### config.mk
export PLATFORM = sky130hd
export DESIGN_NAME = ccff_chain_loader
export DESIGN_NICKNAME = d
export VERILOG_FILES = /design/src/rtl/ccff_chain_loader.sv
export SDC_FILE = /design/constraint.sdc
export NUM_CORES = 1
export LEC_CHECK = 0
export CAP_MARGIN = 20
export CORE_MARGIN = 5
export CORE_UTILIZATION = 53
export DETAILED_ROUTE_END_ITERATION = 12
export PLACE_DENSITY = 0.79
export SYNTH_ARGS = -nofsm -noshare
export SYNTH_HDL_FRONTEND = slang
export SYNTH_SLANG_ARGS = --single-unit
### constraint.sdc
create_clock -name prog_clk -period 2.1 [get_ports prog_clk]
set_clock_uncertainty 0.15 [all_clocks]
set_input_delay 0.63 -clock prog_clk [delete_from_list [all_inputs] [get_ports prog_clk]]
set_output_delay 0.63 -clock prog_clk [all_outputs]
set_load 0.02 [all_outputs]
### src/rtl/ccff_chain_loader.sv
`default_nettype none
// ============================================================================
// Module      : ccff_chain_loader
// Description : Streams configuration words LSB-first into a ccff chain and
//               captures the prior chain contents from its tail as readback.
// Revision    : 1.0 - initial release
// ============================================================================
module ccff_chain_loader #(
    parameter int CHAIN_LEN = 18,
    parameter int WORD_W    = 8
) (
    input  logic              prog_clk,
    input  logic              prog_reset,
    input  logic              start,
    input  logic              cfg_valid,
    input  logic [WORD_W-1:0] cfg_data,
    output logic              cfg_ready,
    output logic              ccff_head,
    output logic              ccff_en,
    input  logic              ccff_tail,
    output logic              rb_valid,
    output logic [WORD_W-1:0] rb_data,
    output logic              busy,
    output logic              done
);

    localparam int c_TOT_W = $clog2(CHAIN_LEN + 1);
    localparam int c_BIT_W = $clog2(WORD_W + 1);

    // Terminal counts compared before the increment, so the end of a word
    // or of the chain is known during its final shift cycle.
    localparam logic [c_TOT_W-1:0] c_CHAIN_LAST = c_TOT_W'(CHAIN_LEN - 1);
    localparam logic [c_BIT_W-1:0] c_WORD_LAST  = c_BIT_W'(WORD_W - 1);
    localparam logic [c_TOT_W-1:0] c_TOT_ONE    = c_TOT_W'(1);
    localparam logic [c_BIT_W-1:0] c_BIT_ONE    = c_BIT_W'(1);

    localparam logic [1:0] c_IDLE  = 2'd0;
    localparam logic [1:0] c_LOAD  = 2'd1;
    localparam logic [1:0] c_SHIFT = 2'd2;
    localparam logic [1:0] c_DONE  = 2'd3;

    logic [1:0]         r_state;
    logic [1:0]         w_state_next;
    logic [WORD_W-1:0]  r_sreg;
    logic [WORD_W-1:0]  r_rb_acc;
    logic [WORD_W-1:0]  r_rb_data;
    logic               r_rb_valid;
    logic [c_TOT_W-1:0] r_tot_cnt;
    logic [c_BIT_W-1:0] r_bit_cnt;
    logic               w_chain_end;
    logic               w_last_bit;
    logic [WORD_W-1:0]  w_rb_capture;

    assign w_chain_end  = (r_tot_cnt == c_CHAIN_LAST);
    assign w_last_bit   = (r_bit_cnt == c_WORD_LAST) || w_chain_end;
    assign w_rb_capture = r_rb_acc | (WORD_W'(ccff_tail) << r_bit_cnt);

    always_ff @(posedge prog_clk) begin
        if (prog_reset) begin
            r_state <= c_IDLE;
        end else begin
            r_state <= w_state_next;
        end
    end

    // Control outputs decode the state register only; start and cfg_valid
    // influence nothing but the next state.
    always_comb begin
        w_state_next = r_state;
        cfg_ready    = 1'b0;
        ccff_en      = 1'b0;
        busy         = 1'b1;
        done         = 1'b0;
        case (r_state)
            c_IDLE: begin
                busy = 1'b0;
                if (start) begin
                    w_state_next = c_LOAD;
                end
            end
            c_LOAD: begin
                cfg_ready = 1'b1;
                if (cfg_valid) begin
                    w_state_next = c_SHIFT;
                end
            end
            c_SHIFT: begin
                ccff_en = 1'b1;
                if (w_last_bit) begin
                    w_state_next = w_chain_end ? c_DONE : c_LOAD;
                end
            end
            c_DONE: begin
                done         = 1'b1;
                w_state_next = c_IDLE;
            end
            default: begin
                w_state_next = c_IDLE;
            end
        endcase
    end

    always_ff @(posedge prog_clk) begin
        if (prog_reset) begin
            r_sreg     <= '0;
            r_rb_acc   <= '0;
            r_rb_data  <= '0;
            r_rb_valid <= 1'b0;
            r_tot_cnt  <= '0;
            r_bit_cnt  <= '0;
        end else begin
            r_rb_valid <= 1'b0;
            case (r_state)
                c_IDLE: begin
                    if (start) begin
                        r_tot_cnt <= '0;
                        r_bit_cnt <= '0;
                    end
                end
                c_LOAD: begin
                    if (cfg_valid) begin
                        r_sreg    <= cfg_data;
                        r_bit_cnt <= '0;
                        r_rb_acc  <= '0;
                    end
                end
                c_SHIFT: begin
                    r_sreg    <= r_sreg >> 1;
                    r_tot_cnt <= r_tot_cnt + c_TOT_ONE;
                    r_bit_cnt <= r_bit_cnt + c_BIT_ONE;
                    r_rb_acc  <= w_rb_capture;
                    // Bits beyond a short final word were never captured,
                    // so they read back as zero.
                    if (w_last_bit) begin
                        r_rb_data  <= w_rb_capture;
                        r_rb_valid <= 1'b1;
                    end
                end
                default: begin
                end
            endcase
        end
    end

    assign ccff_head = ccff_en & r_sreg[0];
    assign rb_valid  = r_rb_valid;
    assign rb_data   = r_rb_data;

endmodule
`default_nettype wire
**Yosys cells after proc, flatten, opt, wreduce, memory -nomap -nowiden**

Index checks and enable logic that the tools add are counted.

- Add/subtract/negate cells: 2
- $mul: 0
- Divide/modulo/power cells: 0
- Order comparisons: 0
- Equal/unequal tests: 8
- Shifts and indexed selects: 1
- Muxes and demuxes: 19
- Bitwise operators: 3
- Reduce and logical (&&, ||, !) cells: 11

Operators by type and width:

| cell | number |
|---|---|
| 8-bit case mux with 2 select lines | 2 |
| 8-bit 2-to-1 mux | 2 |
| 4-bit case mux with 3 select lines | 1 |
| 5-bit case mux with 2 select lines | 1 |
| 2-bit 2-to-1 mux | 4 |
| 4-bit 2-to-1 mux | 2 |
| 8-bit bitwise OR | 1 |
| 2-bit case mux with 4 select lines | 1 |
| 1-bit by 4-bit left shift with 8-bit output | 1 |
| 2-bit != test, second input constant | 3 |
| 2-bit AND reduction | 3 |
| 3-bit AND reduction | 2 |
| 5-bit by 1-bit adder with 5-bit output, second input constant | 1 |
| 5-bit == test, second input constant | 1 |
| 1-bit 2-to-1 mux | 5 |
| 5-bit 2-to-1 mux | 1 |
| 4-bit by 1-bit adder with 4-bit output, second input constant | 1 |
| 2-bit == test, second input constant | 2 |
| 4-bit by 3-bit == test with 1-bit output, second input constant | 1 |
| 2-bit nonzero test | 2 |
| 3-bit nonzero test | 1 |
| 2-bit by 1-bit == test with 1-bit output, second input constant | 1 |
| 2-bit logical NOT | 1 |
| 2-bit OR reduction | 1 |
| 3 further kinds | 3 |

- Flip-flop bits (word level): 36
- Bits in latches: 0
- RAM bits: 0
- ROM bits: 0
- Input port bits: 13
- Output and inout port bits: 14
- Logic and storage cells: 51
- Memories: 0

**Logic depth before layout (Yosys ltp)**

Gate-level depths: netlist (run 1).

- Depth after elaboration: 4
- Mapped depth: 6
- Gate-level depth less buffers: 5

**Worst setup path after synthesis (run 1)**

OpenSTA, ideal clock, no wires.

- Path type: flip-flop to output port
- From: reg r_state[0]
- To: out ccff_head
- Arrival time: 1.077 ns
- Data required time: 1.320 ns
- Setup slack: 0.243 ns
- Cell stages (with the launch flop): 5
- Path buffers: 1
- Path through: dfxtp_1 > nand2b_1 > clkbuf_1 > inv_1 > and2_1

- Longest elaborated chain between the ends: 3

RTL lines:

| what | RTL line | source |
|---|---|---|
| start: declaration | 42 | `logic [1:0] r_state;` |
| start signal: assignment | 60 | `r_state <= c_IDLE;` |
| start signal: assignment | 62 | `r_state <= w_state_next;` |
| 2-bit == test | 74 | `case (r_state)` |
| 1-bit 2-to-1 mux | 74 |  |
| via ccff_en | 19 | `output logic ccff_en,` |
| 1-bit bitwise AND | 145 | `assign ccff_head = ccff_en & r_sreg[0];` |
| end: declaration | 18 | `output logic ccff_head,` |

The timed path passes the listed nets, and every way through them passes these cells.

**Worst setup path after layout (run 1)**

- From: reg r_rb_data[5] (netlist: rb_data[5])
- To: out rb_data[5]

RTL lines:

| what | RTL line | source |
|---|---|---|
| start: declaration | 46 | `logic [WORD_W-1:0] r_rb_data;` |
| start signal: assignment | 135 | `r_rb_data <= w_rb_capture;` |
| end: declaration | 22 | `output logic [WORD_W-1:0] rb_data,` |

No word-level cell between the ends.

==> flow_summary.yaml, run 1 <==
place:
  dpl.hpwl_um: 2930
  globalplace.congestion: 0.896
  io_buffers: 26
clock_network:
  htreeDepth: 2
  ctsHoldBuffers: 0
  clock_latency_ps: 340
  clk_path_buf_depth: 2
  numCtsBuffers: 5
  cts_tree: "done"
  root_buffer: "clkbuf_4"
  post-cts-setup-buffers: 0
  clock_sinks: 36
  clk_pin_slew_worst_paths_ps: 100
die:
  die_h_um: 67.0
  ioPinCount: 27
  coreArea_um2: 3080
  dieArea_um2: 4480
  die_x_um: 67.0
  rows: 20
  start_util_pct: 55.9
power:
  leakage_nw: 0.975
  ir_drop_v: 0.000499
  power.density_nw_per_um2: 594
synth:
  netlist_area_um2: 1720
  synthFlopType: "dfxtp_1"
  synth-seq-cells: 36
  syn-num-nets: 219
  synth_edf_count: 0
  ys_types: 37
  syn_area_per_cell_um2: 8.47
  netlist_instances: 203
  async_flop_share_pct: 0
  yosysSeqAreaShare_pct: 41.9
  ys_warn_count: 0
outcome:
  status: "complete, no violations"
finish:
  finalNetCount: 253
  final_cell_mix: "35 x dfxtp_1, 26 x nand2_1, 21 x nand3_1, 20 x o21ai_0, 15 x buf_4"
  layout_commonest_cell: "dfxtp_1"
  diodes: 0
  drive_gt1_share_pct: 16.0
  final_util_pct: 69.9
  syn_to_final_growth_pct: 25.2
timing:
  period_minus_slack_ps: 2060
  worst_pin_slew_ps: 439
  tns_ps: 0
  slew_viol_final: 0
  min_period_over_period_pct: 97.9
  fmax_mhz: 487
  hold_ws_ps: 331
  slew_headroom_pct: 70.7
  finalHoldViolations: 0
  rsz0062_at_grt: "false"
  setup_viol: 0
critical_path:
  arrival_ps: 1280
  critical-path-top-delay-family: "buffers and inverters"
  crit_buf_inv: 1
  crit_type: "flop to output port"
  crit_chain: "clkdlybuf4s50_1"
  critPathLaunchType: "flop"
  cp-end-kind: "output port"
  worst_path_largest_cell_delay_ps: 600
  cp_slowest_cell: "clkdlybuf4s50_1"
  worstPathMaxFanout: 2
  required_ps: 1320
routing:
  ant_nets: 0
  drt_first_pass_iters: 4
  totalWireLength_um: 4120
  wl_met2_um: 2060
  dr_wl_met3_um: 241
  drc_errors: 0
  via_per_inst: 5.65
  first_iter_violations: 120
  top_layer: "met4"
  wire_per_inst_um: 14.6
  via_count: 1593
  drt-met1-wl_um: 1780
global_route:
  grt_first_pass_wirelength_um: 7310
  first_global_vias: 1611
  grtUsageTotal_pct: 21.6
  grt_max_degree: 26
  grt_overflow: 0
  antenna_found_initial: 0
hold_path:
  min_path_type: "flop to flop"
run:
  cap_violations: 0
## layout make-up
| type | count | area [um2] |
|---|---|---|
| fillers | 258 | 926 |
| clock buffers | 8 | 58.8 |
| repair buffers | 42 | 389 |
| multi-input cells | 148 | 912 |
| flip-flops and latches | 36 | 722 |
| well taps | 44 | 55.1 |
| inverters | 4 | 15.0 |
## what timing repair did
action                                  in CTS  in global routing
endpoints found under the setup margin       5                 11
pin swaps                                    0                  0
gates resized for setup                     11                 12
## report_power, final
group | switching, mW | internal [mW]
registers | 0.0135 | 0.702
clock network | 0.220 | 0.165
logic | 0.0948 | 0.0834
## path summary, 6_finish.rpt
check	from	to	slack (ps)	depth (start not counted)
worst min register to register	r_sreg[0]$_SDFFE_PP0P_	r_sreg[0]$_SDFFE_PP0P_	330	2
worst max register to register	r_state[0]$_SDFFE_PP0P_	rb_data[5]$_SDFFE_PP0P_	300	5
worst min-delay path	r_sreg[0]$_SDFFE_PP0P_	r_sreg[0]$_SDFFE_PP0P_	330	2
worst max-delay path	rb_data[5]$_SDFFE_PP0P_	rb_data[5]	40	1
## kinds of logic after synthesis
logic type / Yosys count / synth area share [%]
multiplexers: 4 / 2.33
buffers and inverters: 19 / 5.02
flip-flops: 36 / 41.9
adder cells (fa/ha/maj): 3 / 2.18
AND/OR/NAND/NOR: 83 / 24.7
AO/OA/AOI/OAI: 58 / 23.8
## layer usage
layer	up-vias	GRT usage, %
met4	0	6.58
met2	36	39.1
met5	-	0
met1	753	24.5
li1	799	-
met3	5	5.56
## cells in the mapped netlist (all sizes together) (2+ instances only)
cell    instances  area [um2]
dfxtp          36         721
nand2          26        97.6
nand3          21         105
o21ai          20         100
a31oi          12        75.1
nor2b          11        68.8
clkbuf          8        30.0
o211ai          8         100
buf             7        41.3
a21oi           6        30.0
nor2            6        22.5
inv             4        15.0
mux2i           4        40.0
nor3            4        20.0
ha              3        37.5
nor3b           3        22.5
a41oi           2        17.5
and2            2        12.5
nand3b          2        15.0
o211a           2        20.0
## stage by stage
stage / setup WS, ps / instance area (um2) / total power [mW] / std cells
finish: 45.0 / 2150 / 1.28 / 282
global route: 1.86 / 2150 / 1.34 / 282
CTS: 0.213 / 2150 / 1.29 / 282
detailed placement: -109 / 2100 / 0.915 / 274
global placement: -51.4 / 2100 / 0.907 / 274
floorplan: 243 / 1720 / 0.826 / 203
## sequential cells by signal, indices dropped and copies added, names as in the netlist
register and count:
r_state 2, r_bit_cnt 4, r_rb_acc 8, rb_valid 1, r_sreg 8, r_tot_cnt 5
rb_data 8
Note: power is estimated with default switching activity, not from simulation.
==> inputs of run 2 (changes only) <==
- PLACE_DENSITY: 0.79 -> unset
- PLACE_DENSITY_LB_ADDON: unset -> 0.25
==> run 2 against run 1 <==
Critical path type unchanged. Utilization down 0.081 points. First-iteration DRC count down 66%. Non-clock buffer count up 1. Power up 1.8%. Register-to-register slack better by 110 ps. Final area down 0.12%. Fmax down 0.22%. Global-route usage down 1.4 points. Clock-buffer cell count down 1. Flip-flop and latch count unchanged. Critical endpoint is now rb_data[0].
==> flow_summary.yaml, run 2 (same netlist as run 1, synthesis figures left out) <==
die:
  dieArea_um2: 4480
  rows: 20
  start_util_pct: 55.9
  coreArea_um2: 3080
  die_h_um: 67.0
  ioPinCount: 27
  die_x_um: 67.0
timing:
  slew_viol_final: 0
  setup_viol: 0
  rsz0062_at_grt: "false"
  slew_headroom_pct: 71.9
  min_period_over_period_pct: 98.1
  setup_ws_ps: 40.5
  finalHoldViolations: 0
  period_minus_slack_ps: 2060
  fmax_mhz: 486
  hold_ws_ps: 332
  worst_pin_slew_ps: 421
critical_path:
  rrSetupSlack_ps: 410
  cp_slowest_cell: "clkdlybuf4s50_1"
  crit_type: "flop to output port"
  r2r-end: "rb_data[3]$_SDFFE_PP0P_"
  crit_chain: "clkdlybuf4s50_1"
  worstPathMaxFanout: 2
  critPathLaunchType: "flop"
  arrival_ps: 1280
  r2r_cells: 5
  reg2reg_from: "r_tot_cnt[1]$_SDFFE_PP0P_"
  required_ps: 1320
  cp-startpoint: "rb_data[0]$_SDFFE_PP0P_"
  cp-end-kind: "output port"
  crit_buf_inv: 1
  worst_path_largest_cell_delay_ps: 610
  critical-path-top-delay-family: "buffers and inverters"
power:
  seq_power_share_pct: 55.0
  clkPwrFrac_pct: 31.5
  p_comb_share_pct: 13.5
  ir_drop_v: 0.000504
  power_switching_mw: 0.327
  p_int_mw: 0.976
  leakage_nw: 0.942
  power.share.switching_pct: 25.1
  power.density_nw_per_um2: 606
global_route:
  grt_first_pass_wirelength_um: 6980
  first_global_vias: 1598
  antenna_found_initial: 0
  grtUsageTotal_pct: 20.2
  grt_max_degree: 26
  grt_overflow: 0
clock_network:
  ctsHoldBuffers: 0
  post-cts-setup-buffers: 0
  clock_latency_ps: 330
  clock_sinks: 36
  cts_tree: "done"
  clk_pin_slew_worst_paths_ps: 110
  clk_path_buf_depth: 2
  root_buffer: "clkbuf_4"
  htreeDepth: 2
  numCtsBuffers: 5
finish:
  final_cell_mix: "34 x dfxtp_1, 26 x nand2_1, 21 x nand3_1, 20 x o21ai_0, 17 x buf_4"
  instances_no_fill: 282
  final_util_pct: 69.8
  syn_to_final_growth_pct: 25.0
  drive_gt1_share_pct: 17.2
  finalNetCount: 254
  fillers: 274
  diodes: 0
  layout_commonest_cell: "dfxtp_1"
  fin_area_um2: 2150
hold_path:
  whs_path_depth: 2
  min_path_type: "flop to flop"
  holdPathEnd: "r_sreg[3]$_SDFFE_PP0P_"
  holdCritStartpoint: "r_sreg[3]$_SDFFE_PP0P_"
place:
  place_area_um2: 2090
  pre_cts_slack_ps: -114
  place_inst: 275
  globalplace.congestion: 0.803
  dpl.hpwl_um: 3080
  io_buffers: 26
outcome:
  status: "complete, no violations"
routing:
  totalWireLength_um: 4150
  via_count: 1610
  ant_nets: 0
  via_per_inst: 5.71
  drc_errors: 0
  drt_first_pass_iters: 4
  wire_per_inst_um: 14.7
  first_iter_violations: 41
run:
  cap_violations: 0
-- run 2: changes by cell type in the layout (fill, tap and decap cells not counted), sizes merged --
cell,change
clkdlybuf4s50,+2
dlymetal6s2s,-2
buf,+1
clkbuf,-1
-- run 2: worst max-delay path by stage --
stage / end / slack [ps] / cells past startpoint
3_5_place_dp: rb_data[4]$_SDFFE_PP0P_ / -110 / 4
5_1_grt: rb_data[0] / 2 / 1
4_1_cts: rb_data[4] / 6 / 1
3_3_place_gp: rb_data[4]$_SDFFE_PP0P_ / -40 / 4
6_report: rb_data[0] / 40 / 1
2_1_floorplan: ccff_head / 240 / 4
-- run 2: timing repair --
| item | in CTS | in global routing |
|---|---|---|
| pin swaps | 0 | 0 |
| endpoints found under the setup margin | 5 | 10 |
| cloned | 0 | 0 |
| gates resized for setup | 11 | 11 |
-- run 2: layout make-up --
| class | instances | area (um2) | area share [%] |
|---|---|---|---|
| multi-input cells | 148 | 912 | 42.4 |
| repair buffers | 43 | 379 | 17.6 |
| well taps | 44 | 55.1 | 2.56 |
| clock buffers | 7 | 65.1 | 3.03 |
| inverters | 4 | 15.0 | 0.698 |
| flip-flops and latches | 36 | 723 | 33.6 |
-- run 2: per-stage QoR --
stage	TNS, ps	power, mW
final	0	1.30
after global routing	0	1.36
after CTS	0	1.31
after detailed placement	-759	0.913
after global placement	-267	0.905
after floorplan	0	0.826
-- run 2: routing by layer --
layer  up-vias  wire length (um)  global-route usage, %
li1        796                 -                      -
met4         0                95                   8.61
met5         -                 0                      0
met3        10               219                   4.89
met1       756              1740                   23.8
met2        48              2100                   34.7
-- run 2: power groups by stage --
stage / Sequential (mW) / Clock, mW / Combinational (mW)
6_report: 0.717 / 0.410 / 0.176
5_1_grt: 0.720 / 0.447 / 0.193
4_1_cts: 0.716 / 0.414 / 0.177
3_5_place_dp: 0.732 / 0 / 0.182
3_3_place_gp: 0.730 / 0 / 0.175
2_1_floorplan: 0.727 / 0 / 0.0988
==> inputs of run 3 (changes only) <==
- TNS_END_PERCENT: unset -> 5
==> run 3 against run 2 <==
Sequential power barely moved. Register-to-register slack is essentially flat. Fmax is essentially flat. Via count up 0.12%. Clock power is essentially flat. Worst hold slack about the same. Power is essentially flat. Non-clock buffer count unchanged. Global-route usage unchanged. First-iteration DRC count stayed put. Final cell count did not move. Largest cell class unchanged. Utilization rose by 0.16 points.
==> flow_summary.yaml, run 3 (same netlist as run 1, synthesis figures left out) <==
critical_path:
  cp-end-kind: "output port"
  reg2reg_from: "r_tot_cnt[1]$_SDFFE_PP0P_"
  worstPathMaxFanout: 2
  crit_type: "flop to output port"
  crit_chain: "clkdlybuf4s50_1"
  worst_path_largest_cell_delay_ps: 610
  cp-startpoint: "rb_data[0]$_SDFFE_PP0P_"
  r2r-end: "rb_data[3]$_SDFFE_PP0P_"
  worstSetupEndpoint: "rb_data[0]"
  cp_slowest_cell: "clkdlybuf4s50_1"
  worstSetupPathDepth: 1
  crit_buf_inv: 1
  arrival_ps: 1280
  critPathLaunchType: "flop"
  required_ps: 1320
  critical-path-top-delay-family: "buffers and inverters"
  rrSetupSlack_ps: 410
  r2r_cells: 5
routing:
  dr_wl_met3_um: 214
  first_iter_violations: 41
  totalWireLength_um: 4150
  drt_first_pass_iters: 5
  drc_errors: 0
  via_count: 1612
  wire_per_inst_um: 14.7
  top_layer: "met4"
  ant_nets: 0
  drt-met1-wl_um: 1730
  via_per_inst: 5.72
  wl_met2_um: 2110
finish:
  finalNetCount: 254
  layout_commonest_cell: "dfxtp_1"
  syn_to_final_growth_pct: 25.3
  final_cell_mix: "34 x dfxtp_1, 26 x nand2_1, 21 x nand3_1, 20 x o21ai_0, 17 x buf_4"
  fin_area_um2: 2150
  drive_gt1_share_pct: 16.8
  instances_no_fill: 282
  diodes: 0
power:
  power_switching_mw: 0.328
  clkPwrFrac_pct: 31.5
  seq_power_share_pct: 55.0
  total_power_mw: 1.30
  leakage_nw: 0.942
  p_comb_share_pct: 13.5
  ir_drop_v: 0.000504
  power.share.switching_pct: 25.1
  p_int_mw: 0.976
  power.density_nw_per_um2: 605
hold_path:
  holdCritStartpoint: "r_sreg[3]$_SDFFE_PP0P_"
  min_path_type: "flop to flop"
timing:
  fmax_mhz: 486
  min_period_over_period_pct: 98.1
  setup_ws_ps: 40.3
  finalHoldViolations: 0
  slew_viol_final: 0
  slew_headroom_pct: 71.9
  rsz0062_at_grt: "false"
  period_minus_slack_ps: 2060
  setup_viol: 0
  worst_pin_slew_ps: 421
clock_network:
  clk_path_buf_depth: 2
  ctsHoldBuffers: 0
  postCtsResizedCells: 11
  root_buffer: "clkbuf_4"
  post-cts-setup-buffers: 0
  htreeDepth: 2
  clk_pin_slew_worst_paths_ps: 110
  clock_latency_ps: 330
  cts_tree: "done"
  numCtsBuffers: 5
  clock_sinks: 36
die:
  ioPinCount: 27
  dieArea_um2: 4480
  die_x_um: 67.0
  start_util_pct: 55.9
  die_h_um: 67.0
  rows: 20
  coreArea_um2: 3080
global_route:
  grtUsageTotal_pct: 20.2
  first_global_vias: 1598
  grt_overflow: 0
  grt_first_pass_wirelength_um: 6980
  grt_max_degree: 26
  antenna_found_initial: 0
place:
  place_area_um2: 2090
  dpl.hpwl_um: 3080
  place_inst: 275
  globalplace.congestion: 0.803
  pre_cts_slack_ps: -114
  io_buffers: 26
outcome:
  status: "complete, no violations"
run:
  cap_violations: 0
## run 3: cell count changes in the layout (fill, tap and decap cells not counted), sizes merged
cell,change
clkbuf,-1
clkdlybuf4s15,+1
## run 3: per-stage QoR
step | hold slack (ps) | utilization [%] | setup TNS [ps]
final | 332 | 70.0 | 0
after global routing | 345 | 70.0 | 0
after CTS | 332 | 69.8 | 0
after detailed placement | 317 | 67.9 | -759
after global placement | 304 | 67.9 | -267
after floorplan | 294 | - | 0
## run 3: tightest hold or removal path, stage by stage (launching register included)
cell,delay [ps]
dfxtp_1,320
nand2_1,50
a31oi_1,80
## run 3: how the worst min path moves through the flow
stage                               endpoint  slack [ps]  cells after the start
floorplan           r_rb_acc[1]$_SDFFE_PP0P_         290                      2
global placement      r_sreg[0]$_SDFFE_PP0P_         300                      2
detailed placement    r_sreg[2]$_SDFFE_PP0P_         320                      2
CTS                   r_sreg[1]$_SDFFE_PP0P_         330                      2
global route          r_sreg[1]$_SDFFE_PP0P_         340                      2
finish                r_sreg[3]$_SDFFE_PP0P_         330                      2
## run 3: power by group through the flow
stage	logic, mW	clock network [mW]	registers, mW
6_report	0.176	0.410	0.717
5_1_grt	0.193	0.447	0.720
4_1_cts	0.177	0.414	0.716
3_5_place_dp	0.182	0	0.732
3_3_place_gp	0.175	0	0.730
2_1_floorplan	0.0988	0	0.727
## run 3: final cells by class
type                    instances  area (um2)
clock buffers                   7        65.1
inverters                       4        15.0
flip-flops and latches         36         723
well taps                      44        55.1
repair buffers                 43         384
fillers                       273         923
multi-input cells             148         912
## run 3: metal layers
metal	vias up	global-route usage, %
met4	0	8.61
met1	759	23.8
met2	47	34.7
met5	-	0
met3	10	4.89
li1	796	-
